## src/rtl/spi_matrix_cmd_ctrl_if.sv

```systemverilog
// SPI byte front end / matrix engine bundle.
// master = command controller, slave = SPI layer + engine.
interface spi_matrix_cmd_ctrl_if #(
  parameter int DATA_W = 32,
  parameter int N      = 4
);
  localparam int ADDR_W = (N * N > 1) ? $clog2(N * N) : 1;

  logic              rx_valid;
  logic [7:0]        rx_data;
  logic              frame_active;
  logic [7:0]        tx_data;
  logic              tx_load;
  logic              a_we;
  logic              b_we;
  logic [ADDR_W-1:0] wr_addr;
  logic [DATA_W-1:0] wr_data;
  logic              start;
  logic              busy;
  logic              done;
  logic              res_rd_en;
  logic [ADDR_W-1:0] res_addr;
  logic [DATA_W-1:0] res_rdata;
  logic              irq;

  modport master (
    input  rx_valid, rx_data, frame_active,
    input  busy, done, res_rdata,
    output tx_data, tx_load,
    output a_we, b_we, wr_addr, wr_data,
    output start, res_rd_en, res_addr, irq
  );

  modport slave (
    output rx_valid, rx_data, frame_active,
    output busy, done, res_rdata,
    input  tx_data, tx_load,
    input  a_we, b_we, wr_addr, wr_data,
    input  start, res_rd_en, res_addr, irq
  );
endinterface

```

## src/rtl/spi_matrix_cmd_ctrl.sv

```systemverilog
// SPI byte command controller for the systolic array:
// operand loads, start, result readback and status.
module spi_matrix_cmd_ctrl #(
  parameter int DATA_W = 32,
  parameter int N      = 4,
  parameter bit IRQ_EN = 1'b1
) (
  input  logic clk,
  input  logic rst,
  spi_matrix_cmd_ctrl_if.master bus
);
  localparam int DEPTH  = N * N;
  localparam int ADDR_W = (DEPTH > 1) ? $clog2(DEPTH) : 1;
  localparam int NB     = DATA_W / 8;
  localparam int IDX_W  = (NB > 1) ? $clog2(NB) : 1;

  localparam logic [ADDR_W-1:0] PTR_MAX  = ADDR_W'(DEPTH - 1);
  localparam logic [IDX_W-1:0]  IDX_LAST = IDX_W'(NB - 1);

  localparam logic [7:0] CMD_LD_A = 8'h10;
  localparam logic [7:0] CMD_LD_B = 8'h20;
  localparam logic [7:0] CMD_STRT = 8'h30;
  localparam logic [7:0] CMD_READ = 8'h40;
  localparam logic [7:0] CMD_STAT = 8'h50;

  typedef enum logic [2:0] {
    S_IDLE,
    S_CMD,
    S_ADDR,
    S_LOAD,
    S_READ,
    S_STATUS,
    S_IGNORE
  } state_t;

  state_t            state_q, state_d;
  logic [ADDR_W-1:0] ptr_q, ptr_d;
  logic [IDX_W-1:0]  idx_q, idx_d;
  logic [DATA_W-1:0] word_q, word_d;
  logic [DATA_W-1:0] rdw_q, rdw_d;
  logic              err_q, err_d;
  logic              done_q, done_d;
  logic              frame_q, frame_d;
  logic              tgt_b_q, tgt_b_d;
  logic              is_rd_q, is_rd_d;
  logic              cap_q, cap_d;
  logic [7:0]        tx_data_q, tx_data_d;
  logic              tx_load_q, tx_load_d;
  logic              a_we_q, a_we_d;
  logic              b_we_q, b_we_d;
  logic [ADDR_W-1:0] wr_addr_q, wr_addr_d;
  logic [DATA_W-1:0] wr_data_q, wr_data_d;
  logic              start_q, start_d;
  logic              rd_en_q, rd_en_d;
  logic [ADDR_W-1:0] res_addr_q, res_addr_d;

  logic [ADDR_W-1:0] ptr_nxt;
  logic [ADDR_W-1:0] addr_b;

  assign ptr_nxt = (ptr_q == PTR_MAX) ? '0 : ptr_q + ADDR_W'(1);
  assign addr_b  = ADDR_W'(bus.rx_data);

  // Next-state and registered-output logic for the command FSM
  always_comb begin
    state_d    = state_q;
    ptr_d      = ptr_q;
    idx_d      = idx_q;
    word_d     = word_q;
    rdw_d      = rdw_q;
    err_d      = err_q;
    done_d     = done_q | bus.done;
    frame_d    = bus.frame_active;
    tgt_b_d    = tgt_b_q;
    is_rd_d    = is_rd_q;
    cap_d      = 1'b0;
    tx_data_d  = tx_data_q;
    tx_load_d  = 1'b0;
    a_we_d     = 1'b0;
    b_we_d     = 1'b0;
    wr_addr_d  = wr_addr_q;
    wr_data_d  = wr_data_q;
    start_d    = 1'b0;
    rd_en_d    = 1'b0;
    res_addr_d = res_addr_q;

    if (state_q != S_IDLE && !bus.frame_active) begin
      // frame abort: drop partial word and pending fetch
      state_d = S_IDLE;
      idx_d   = '0;
      word_d  = '0;
    end else begin
      unique case (state_q)
        S_IDLE: begin
          if (bus.frame_active && !frame_q) state_d = S_CMD;
        end
        S_CMD: begin
          if (bus.rx_valid) begin
            unique case (1'b1)
              (bus.rx_data == CMD_LD_A): begin
                tgt_b_d = 1'b0;
                is_rd_d = 1'b0;
                state_d = S_ADDR;
              end
              (bus.rx_data == CMD_LD_B): begin
                tgt_b_d = 1'b1;
                is_rd_d = 1'b0;
                state_d = S_ADDR;
              end
              (bus.rx_data == CMD_READ): begin
                is_rd_d = 1'b1;
                state_d = S_ADDR;
              end
              (bus.rx_data == CMD_STRT): begin
                if (bus.busy) err_d = 1'b1;
                else start_d = 1'b1;
                state_d = S_IGNORE;
              end
              (bus.rx_data == CMD_STAT): begin
                tx_data_d = {4'b0, err_q, done_q,
                             bus.busy, 1'b1};
                tx_load_d = 1'b1;
                state_d   = S_STATUS;
              end
              default: begin
                err_d   = 1'b1;
                state_d = S_IGNORE;
              end
            endcase
          end
        end
        S_ADDR: begin
          if (bus.rx_valid) begin
            ptr_d = addr_b;
            idx_d = '0;
            if (is_rd_q) begin
              rd_en_d    = 1'b1;
              res_addr_d = addr_b;
              state_d    = S_READ;
            end else begin
              word_d  = '0;
              state_d = S_LOAD;
            end
          end
        end
        S_LOAD: begin
          if (bus.rx_valid) begin
            if (bus.busy) begin
              err_d = 1'b1;
            end else begin
              word_d[8*int'(idx_q) +: 8] = bus.rx_data;
              if (idx_q == IDX_LAST) begin
                a_we_d    = ~tgt_b_q;
                b_we_d    = tgt_b_q;
                wr_addr_d = ptr_q;
                wr_data_d = word_d;
                ptr_d     = ptr_nxt;
                idx_d     = '0;
              end else begin
                idx_d = idx_q + IDX_W'(1);
              end
            end
          end
        end
        S_READ: begin
          cap_d = rd_en_q;
          if (cap_q) begin
            rdw_d     = bus.res_rdata;
            tx_data_d = bus.res_rdata[7:0];
          end else if (bus.rx_valid && !rd_en_q) begin
            if (idx_q == IDX_LAST) begin
              ptr_d      = ptr_nxt;
              rd_en_d    = 1'b1;
              res_addr_d = ptr_nxt;
              idx_d      = '0;
            end else begin
              idx_d     = idx_q + IDX_W'(1);
              tx_data_d = rdw_q[8*(int'(idx_q)+1) +: 8];
              tx_load_d = 1'b1;
            end
          end
        end
        S_STATUS: begin
          if (bus.rx_valid) begin
            err_d   = 1'b0;
            done_d  = bus.done;
            state_d = S_IGNORE;
          end
        end
        S_IGNORE: begin
          state_d = S_IGNORE;
        end
        default: state_d = S_IDLE;
      endcase
    end
  end

  // State and output registers with synchronous reset
  always_ff @(posedge clk) begin
    if (rst) begin
      state_q    <= S_IDLE;
      ptr_q      <= '0;
      idx_q      <= '0;
      word_q     <= '0;
      rdw_q      <= '0;
      err_q      <= 1'b0;
      done_q     <= 1'b0;
      frame_q    <= 1'b0;
      tgt_b_q    <= 1'b0;
      is_rd_q    <= 1'b0;
      cap_q      <= 1'b0;
      tx_data_q  <= '0;
      tx_load_q  <= 1'b0;
      a_we_q     <= 1'b0;
      b_we_q     <= 1'b0;
      wr_addr_q  <= '0;
      wr_data_q  <= '0;
      start_q    <= 1'b0;
      rd_en_q    <= 1'b0;
      res_addr_q <= '0;
    end else begin
      state_q    <= state_d;
      ptr_q      <= ptr_d;
      idx_q      <= idx_d;
      word_q     <= word_d;
      rdw_q      <= rdw_d;
      err_q      <= err_d;
      done_q     <= done_d;
      frame_q    <= frame_d;
      tgt_b_q    <= tgt_b_d;
      is_rd_q    <= is_rd_d;
      cap_q      <= cap_d;
      tx_data_q  <= tx_data_d;
      tx_load_q  <= tx_load_d;
      a_we_q     <= a_we_d;
      b_we_q     <= b_we_d;
      wr_addr_q  <= wr_addr_d;
      wr_data_q  <= wr_data_d;
      start_q    <= start_d;
      rd_en_q    <= rd_en_d;
      res_addr_q <= res_addr_d;
    end
  end

  // Fetched byte 0 goes out in the cycle its data is valid
  assign bus.tx_load   = tx_load_q | cap_q;
  assign bus.tx_data   = cap_q ? bus.res_rdata[7:0] : tx_data_q;
  assign bus.a_we      = a_we_q;
  assign bus.b_we      = b_we_q;
  assign bus.wr_addr   = wr_addr_q;
  assign bus.wr_data   = wr_data_q;
  assign bus.start     = start_q;
  assign bus.res_rd_en = rd_en_q;
  assign bus.res_addr  = res_addr_q;
  assign bus.irq       = done_q & IRQ_EN;
endmodule

```

## src/flat_wrapper.sv

```systemverilog
// flat-port wrapper written by rule: the top's interface ports become plain ports
module spi_matrix_cmd_ctrl_flat 
#(
  parameter int DATA_W = 32,
  parameter int N      = 4,
  parameter bit IRQ_EN = 1'b1
)
  (clk, rst, bus_rx_valid, bus_rx_data, bus_frame_active, bus_busy, bus_done, bus_res_rdata, bus_tx_data, bus_tx_load, bus_a_we, bus_b_we, bus_wr_addr, bus_wr_data, bus_start, bus_res_rd_en, bus_res_addr, bus_irq);
  spi_matrix_cmd_ctrl_if #(.DATA_W(DATA_W), .N(N)) bus_i ();
  input  logic clk;
  input  logic rst;
  input wire logic [$bits(bus_i.rx_valid)-1:0] bus_rx_valid;
  input wire logic [$bits(bus_i.rx_data)-1:0] bus_rx_data;
  input wire logic [$bits(bus_i.frame_active)-1:0] bus_frame_active;
  input wire logic [$bits(bus_i.busy)-1:0] bus_busy;
  input wire logic [$bits(bus_i.done)-1:0] bus_done;
  input wire logic [$bits(bus_i.res_rdata)-1:0] bus_res_rdata;
  output wire logic [$bits(bus_i.tx_data)-1:0] bus_tx_data;
  output wire logic [$bits(bus_i.tx_load)-1:0] bus_tx_load;
  output wire logic [$bits(bus_i.a_we)-1:0] bus_a_we;
  output wire logic [$bits(bus_i.b_we)-1:0] bus_b_we;
  output wire logic [$bits(bus_i.wr_addr)-1:0] bus_wr_addr;
  output wire logic [$bits(bus_i.wr_data)-1:0] bus_wr_data;
  output wire logic [$bits(bus_i.start)-1:0] bus_start;
  output wire logic [$bits(bus_i.res_rd_en)-1:0] bus_res_rd_en;
  output wire logic [$bits(bus_i.res_addr)-1:0] bus_res_addr;
  output wire logic [$bits(bus_i.irq)-1:0] bus_irq;
  assign bus_i.rx_valid = bus_rx_valid;
  assign bus_i.rx_data = bus_rx_data;
  assign bus_i.frame_active = bus_frame_active;
  assign bus_i.busy = bus_busy;
  assign bus_i.done = bus_done;
  assign bus_i.res_rdata = bus_res_rdata;
  assign bus_tx_data = bus_i.tx_data;
  assign bus_tx_load = bus_i.tx_load;
  assign bus_a_we = bus_i.a_we;
  assign bus_b_we = bus_i.b_we;
  assign bus_wr_addr = bus_i.wr_addr;
  assign bus_wr_data = bus_i.wr_data;
  assign bus_start = bus_i.start;
  assign bus_res_rd_en = bus_i.res_rd_en;
  assign bus_res_addr = bus_i.res_addr;
  assign bus_irq = bus_i.irq;
  spi_matrix_cmd_ctrl #(.DATA_W(DATA_W), .N(N), .IRQ_EN(IRQ_EN)) u_core (.clk(clk), .rst(rst), .bus(bus_i));
endmodule
```

## config.mk

```make
export PLATFORM = sky130hd
export DESIGN_NAME = spi_matrix_cmd_ctrl_flat
export DESIGN_NICKNAME = d
export VERILOG_FILES = /design/src/rtl/spi_matrix_cmd_ctrl_if.sv /design/src/rtl/spi_matrix_cmd_ctrl.sv /design/src/flat_wrapper.sv
export SDC_FILE = /design/constraint.sdc
export NUM_CORES = 1
export LEC_CHECK = 0
export CAP_MARGIN = 30
export CORE_ASPECT_RATIO = 1.2
export CORE_MARGIN = 5
export CORE_UTILIZATION = 45
export DETAILED_ROUTE_END_ITERATION = 10
export GPL_ROUTABILITY_DRIVEN = 1
export PLACE_DENSITY = 0.71
export SLEW_MARGIN = 30
export SYNTH_ARGS = -nofsm -noshare
export SYNTH_HDL_FRONTEND = slang
export SYNTH_SLANG_ARGS = --single-unit
```

## constraint.sdc

```tcl
create_clock -name clk -period 5.9 [get_ports clk]
set_clock_uncertainty 0.1 [all_clocks]
set_input_delay 0.885 -clock clk [delete_from_list [all_inputs] [get_ports clk]]
set_output_delay 0.885 -clock clk [all_outputs]
set_load 0.05 [all_outputs]
```

==> results of run 1 <==
-- per-layer routing --
metal	wire, um	part of all wire	up-vias	track usage
li1	-	-	2609	-
met1	6942	0.46	2469	0.2656
met2	7121	0.47	188	0.3248
met3	857	0.057	21	0.05225
met4	229	0.015	0	0.06079
met5	0	0	-	0
-- state kept, by name, summed over array words and instances, names as in the netlist, 2 cells and up --
signal / flops
u_core.bus.wr_data: 32
u_core.word_q: 32
u_core.rdw_q: 24
u_core.tx_data_q: 8
u_core.bus.res_addr: 4
u_core.bus.wr_addr: 4
u_core.ptr_q: 4
u_core.state_q: 3
u_core.idx_q: 2
-- worst paths after layout --
path | start | end | slack, ns
min reg2reg | u_core.bus.wr_addr[0]$_SDFFE_PP0P_ | u_core.bus.wr_addr[0]$_SDFFE_PP0P_ | 0.35
min | u_core.bus.wr_addr[0]$_SDFFE_PP0P_ | u_core.bus.wr_addr[0]$_SDFFE_PP0P_ | 0.35
max | u_core.cap_q$_SDFF_PP0_ | bus_tx_data[0] | 2.10
max reg2reg | u_core.idx_q[0]$_SDFFE_PP0P_ | u_core.bus.wr_data[22]$_SDFFE_PP0P_ | 2.81
-- cell usage in the layout, fill, tap and decap left out, types with 9 or more instances in the layout --
master           count
a211oi_1            33
nand2b_1            11
nand2_1             74
clkbuf_16           17
nor2b_1             36
clkdlybuf4s50_1     98
o21ai_0             15
nor3_1              11
nor2_1             119
a21oi_1            116
mux2_2               9
mux2i_1             13
dfxtp_1            124
-- worst reg2reg max path: cells and delay by family, from the launching register on --
family | cells | cell delay (ns)
flip-flops | 1 | 0.90
adder cells (fa/ha/maj) | 1 | 0.48
AO/OA/AOI/OAI | 2 | 0.51
AND/OR/NAND/NOR | 1 | 0.76
buffers and inverters | 1 | 0.26
-- final cells by class --
cell class                      instances  share of cell area
Clock buffer                           23             0.06539
Clock inverter                          7             0.01232
Inverter                                7            0.003595
Multi-Input combinational cell        524              0.4120
Sequential cell                       124              0.3396
Tap cell                              164             0.02807
Timing Repair Buffer                  103              0.1390
-- logic make-up (layout without fill, tap and decap cells) --
| family | after synthesis | count (layout) | share of synthesized area |
|---|---|---|---|
| and+or+nand+nor | 291 | 291 | 0.2441 |
| DFF | 124 | 124 | 0.4324 |
| buffers and inverters | 64 | 140 | 0.04947 |
| AOI/OAI and AO/OA | 201 | 201 | 0.2138 |
| muxes | 22 | 22 | 0.04032 |
| adders and majority gates | 7 | 7 | 0.01526 |
| xor gates and xnor gates | 3 | 3 | 0.004578 |
-- power by group --
part           leakage (uW)  internal [uW]  total, uW  switching [uW]
Sequential          0.00100            855        896            41.0
Clock              0.000275            648       1000             355
Combinational       0.00116            116        291             176
Total               0.00243           1620       2190             572
-- metrics by stage --
stage	setup slack, ns	hold WS, ns
after floorplan	3.422	0.3276
after detailed placement	2.470	0.3490
final	2.098	0.3529
after global routing	1.960	0.3745
after CTS	2.102	0.3578
after global placement	2.543	0.3428
==> qor.yml, run 1 <==
status: "finished, final reports clean"
core_region_area_um2: 12610
period_share: 0.6443
crit_family: "buffers and inverters"
insertion_delay_ns: 0.41
crit_path_max_incr_delay_ns: 0.90
ant_nets: 0
p_total_uw: 2191
dieArea_um2: 15130
synth_edf_count: 0
num_vias: 5287
area_growth_syn_to_layout_pct: 27.33
crit_buf_inv: 2
async_flop_share: 0
drive_above_1_share: 0.07360
synth_nets: 765
syn_avg_cell_area_um2: 8.063
cp-end-kind: "output pin"
root_buffer: "clkbuf_16"
grt_max_degree: 85
grt_overflow: 0
start_kind: "register"
hold_violations: 0
max_freq_ghz: 0.2630
drv_slew: 0
wl_per_cell_um: 15.91
leakage_uw: 0.002433
grt_antenna_before_repair: 0
holdBufCountCts: 0
start_util: 0.4552
worstHoldPathCells: 2
slew_headroom: 0.3743
setup_tns_ns: 0
grt_pass1_vias: 4905
cts_htree_levels: 4
tightest_slew_ns: 0.9361
viasPerCell: 5.554
r2r_cells: 5
synth_area_um2: 5741
critical_path.max_fanout: 22
drc: 0
grt_util_all_layers: 0.2017
synth-seq-area-share: 0.4324
fp-row-count: 45
yosysTopAreaCell: "dfxtp_1"
yosysMostFrequentCell: "dfxtp_1"
maxCapViolations: 0
cts.sinks: 124
ios: 100
drtPass1Iterations: 6
multi_input_area_um2: 3012
n_fill_cell: 1158
cp_cell_sequence: "clkinv_1, a21o_1, clkdlybuf4s50_1"
utilization: 0.5796
worst-path-stages: 3
yosys_warnings: 0
required_ns: 4.91
syn_inst: 712
tritoncts: "done"
min_period_ns: 3.802
path_class: "reg2out"
final_cell_count_no_fill: 952
cts.path.max_buffers: 2
dieHeight_um: 133.7
gp_congestion: 0.8351
synth_area_leaders: "dfxtp_1 43%, a21oi_1 10%, nor2_1 7.8%"
placed_cell_area_um2: 6741
diodes: 0
cts_resized: 0
drt_first_iter_violations: 431
synth_ff_type: "dfxtp_1"
critPathSlowestCell: "dfxtp_1"
clkTransAtPathRegs_ns: 0.05
post_cts_buffers: 0
dp_hpwl_um: 10090
fin_area_um2: 7310
yosys_register_bits: 124
ir_worst_vdd_mv: 0.1753
hold_class: "reg2reg"
die_x_um: 113.1
grt_pass1_wl_um: 25010
io_buffers: 99
synth_top_area_share: 0.4324
placedCellCount: 922
cts_buffers: 17
rsz0062_at_grt: "no"
regArea_um2: 2482
setup_violations: 0
ys_top_cells_by_count: "124 x dfxtp_1, 119 x nor2_1, 116 x a21oi_1"
drt_wl_total_um: 15150
arrival_ns: 2.82
power_density_nw_per_um2: 299.7
synth_cell_types: 58
nNetsFinal: 830
No activity file was read; power rests on OpenSTA's default activity.
==> inputs of run 2 (changes only) <==
- clock period: 5.9 -> 3.72 ns (I/O delays scaled with it)
==> run 2 against run 1 <==
  * Total power up 66%
  * Sequential power up 58%
  * Register-to-register slack worse by 2.0 ns
  * Die area unchanged
  * Utilization up 1.3 points
==> qor.yml, run 2 (synthesis results as in run 1) <==
grt_pass1_wl_um: 25550  # was 25010 um
start_util: 0.4552  # unchanged
diodes: 0  # unchanged
cp-startpoint: "u_core.cap_q$_SDFF_PP0_"  # unchanged
setup_tns_ns: 0  # unchanged
insertion_delay_ns: 0.41  # about the same
cts_resized: 0  # unchanged
viasPerCell: 5.581  # was 5.554
max_freq_ghz: 0.3312
tritoncts: "done"  # unchanged
cts.sinks: 124  # unchanged
power_density_nw_per_um2: 485.7  # was 299.7 nW/um^2
area_growth_syn_to_layout_pct: 30.10  # was 27.33%
tightest_slew_ns: 0.8848  # was 0.9361 ns
post_cts_buffers: 0  # unchanged
critical_path.max_fanout: 10  # was 22
hold_ws_ns: 0.3544  # was 0.3529 ns
fin_area_um2: 7468  # was 7310 um^2
io_buffers: 99  # unchanged
maxCapViolations: 0  # unchanged
drtPass1Iterations: 7  # was 6
wl_per_cell_um: 16.49  # was 15.91 um
arrival_ns: 2.36  # was 2.82 ns
drt_first_iter_violations: 367  # was 431
r2r-end: "u_core.rdw_q[26]$_SDFFE_PP0P_"  # was u_core.bus.wr_data[22]$_SDFFE_PP0P_
clkTransAtPathRegs_ns: 0.05  # about the same
grt_max_degree: 55  # was 85
drt_wl_total_um: 15930  # was 15150 um
final_common_cell: "dfxtp_1"  # unchanged
grt_util_all_layers: 0.2076  # was 0.2017
grt_overflow: 0  # unchanged
period_share: 0.8118
ir_worst_vdd_mv: 0.2499  # was 0.1753 mV
die_x_um: 113.1  # unchanged
dp_hpwl_um: 10760  # was 10090 um
min_period_ns: 3.020
required_ns: 3.06  # was 4.91 ns
holdBufCountCts: 0  # unchanged
placed_cell_area_um2: 6827  # was 6741 um^2
cts.path.max_buffers: 2  # unchanged
final_cell_mix: "124 x dfxtp_1, 119 x nor2_1, 116 x a21oi_1"  # unchanged
slew_headroom: 0.4085  # was 0.3743
rsz0062_at_grt: "no"  # unchanged
grt_antenna_before_repair: 0  # unchanged
dieArea_um2: 15130  # unchanged
hold_class: "reg2reg"  # unchanged
core_region_area_um2: 12610  # unchanged
nNetsFinal: 844  # was 830
ios: 100  # unchanged
path_class: "reg2out"  # unchanged
p_total_uw: 3627  # was 2191 uW
cts_buffers: 17  # unchanged
rrSetupSlack_ns: 0.80  # was 2.81 ns
status: "finished, final reports clean"  # unchanged
leakage_uw: 0.002543  # was 0.002433 uW
grt_pass1_vias: 5155  # was 4905
cp-endpoint: "bus_tx_data[0]"  # unchanged
setup_violations: 0  # unchanged
cts_htree_levels: 4  # unchanged
start_kind: "register"  # unchanged
hold_violations: 0  # unchanged
cp-end-kind: "output pin"  # unchanged
drv_slew: 0  # unchanged
reg2reg_from: "u_core.state_q[2]$_SDFFE_PP0P_"  # was u_core.idx_q[0]$_SDFFE_PP0P_
root_buffer: "clkbuf_16"  # unchanged
r2r_cells: 4  # was 5
dieHeight_um: 133.7  # unchanged
fp-row-count: 45  # unchanged
gp_congestion: 0.8858  # was 0.8351
drc: 0  # unchanged
num_vias: 5391  # was 5287
drive_above_1_share: 0.08603  # was 0.07360
ant_nets: 0  # unchanged
## run 2: metal layers
layer | up-vias | wire (um) | GRT usage
met1 | 2503 | 6909 | 0.2618
met2 | 219 | 7506 | 0.3383
li1 | 2629 | - | -
met4 | 0 | 440 | 0.08550
met5 | - | 0 | 0
met3 | 40 | 1075 | 0.05134
## run 2: power by group
group          internal (uW)  switching [uW]  total [uW]
combinational            201             285         486
clock                   1160             559        1720
sequential              1360            65.1        1420
## run 2: metrics by stage
stage	setup WS, ns	std cells	utilization
after floorplan	1.563	712	-
after global placement	0.9622	935	0.5413
after detailed placement	0.8535	935	0.5413
after CTS	0.6642	965	0.5900
after global routing	0.5695	966	0.5922
final	0.7003	966	0.5922
## run 2: worst min path at each step
stage | from | endpoint | depth (start not counted)
2_1_floorplan | u_core.tgt_b_q$_SDFFE_PP0P_ | u_core.bus.a_we$_SDFF_PP0_ | 1
3_3_place_gp | u_core.rdw_q[25]$_SDFFE_PP0P_ | u_core.rdw_q[25]$_SDFFE_PP0P_ | 2
3_5_place_dp | u_core.rdw_q[23]$_SDFFE_PP0P_ | u_core.rdw_q[23]$_SDFFE_PP0P_ | 2
4_1_cts | u_core.bus.wr_addr[1]$_SDFFE_PP0P_ | u_core.bus.wr_addr[1]$_SDFFE_PP0P_ | 2
5_1_grt | u_core.rdw_q[25]$_SDFFE_PP0P_ | u_core.rdw_q[25]$_SDFFE_PP0P_ | 2
6_report | u_core.bus.wr_addr[1]$_SDFFE_PP0P_ | u_core.bus.wr_addr[1]$_SDFFE_PP0P_ | 2
## run 2: layout make-up
cell class              count  area [um^2]
clock inverters             8        140.1
repair buffers            117         1154
flip-flops and latches    124         2482
well taps                 164        205.2
multi-input cells         524         2987
inverters                   7        26.28
clock buffers              22        474.2
fillers                  1082         5144
## run 2: worst max-delay path: stages (launching register included)
cell             delay (ns)
dfxtp_1                0.57
clkinv_1               0.40
a21o_1                 0.28
clkdlybuf4s50_1        0.70
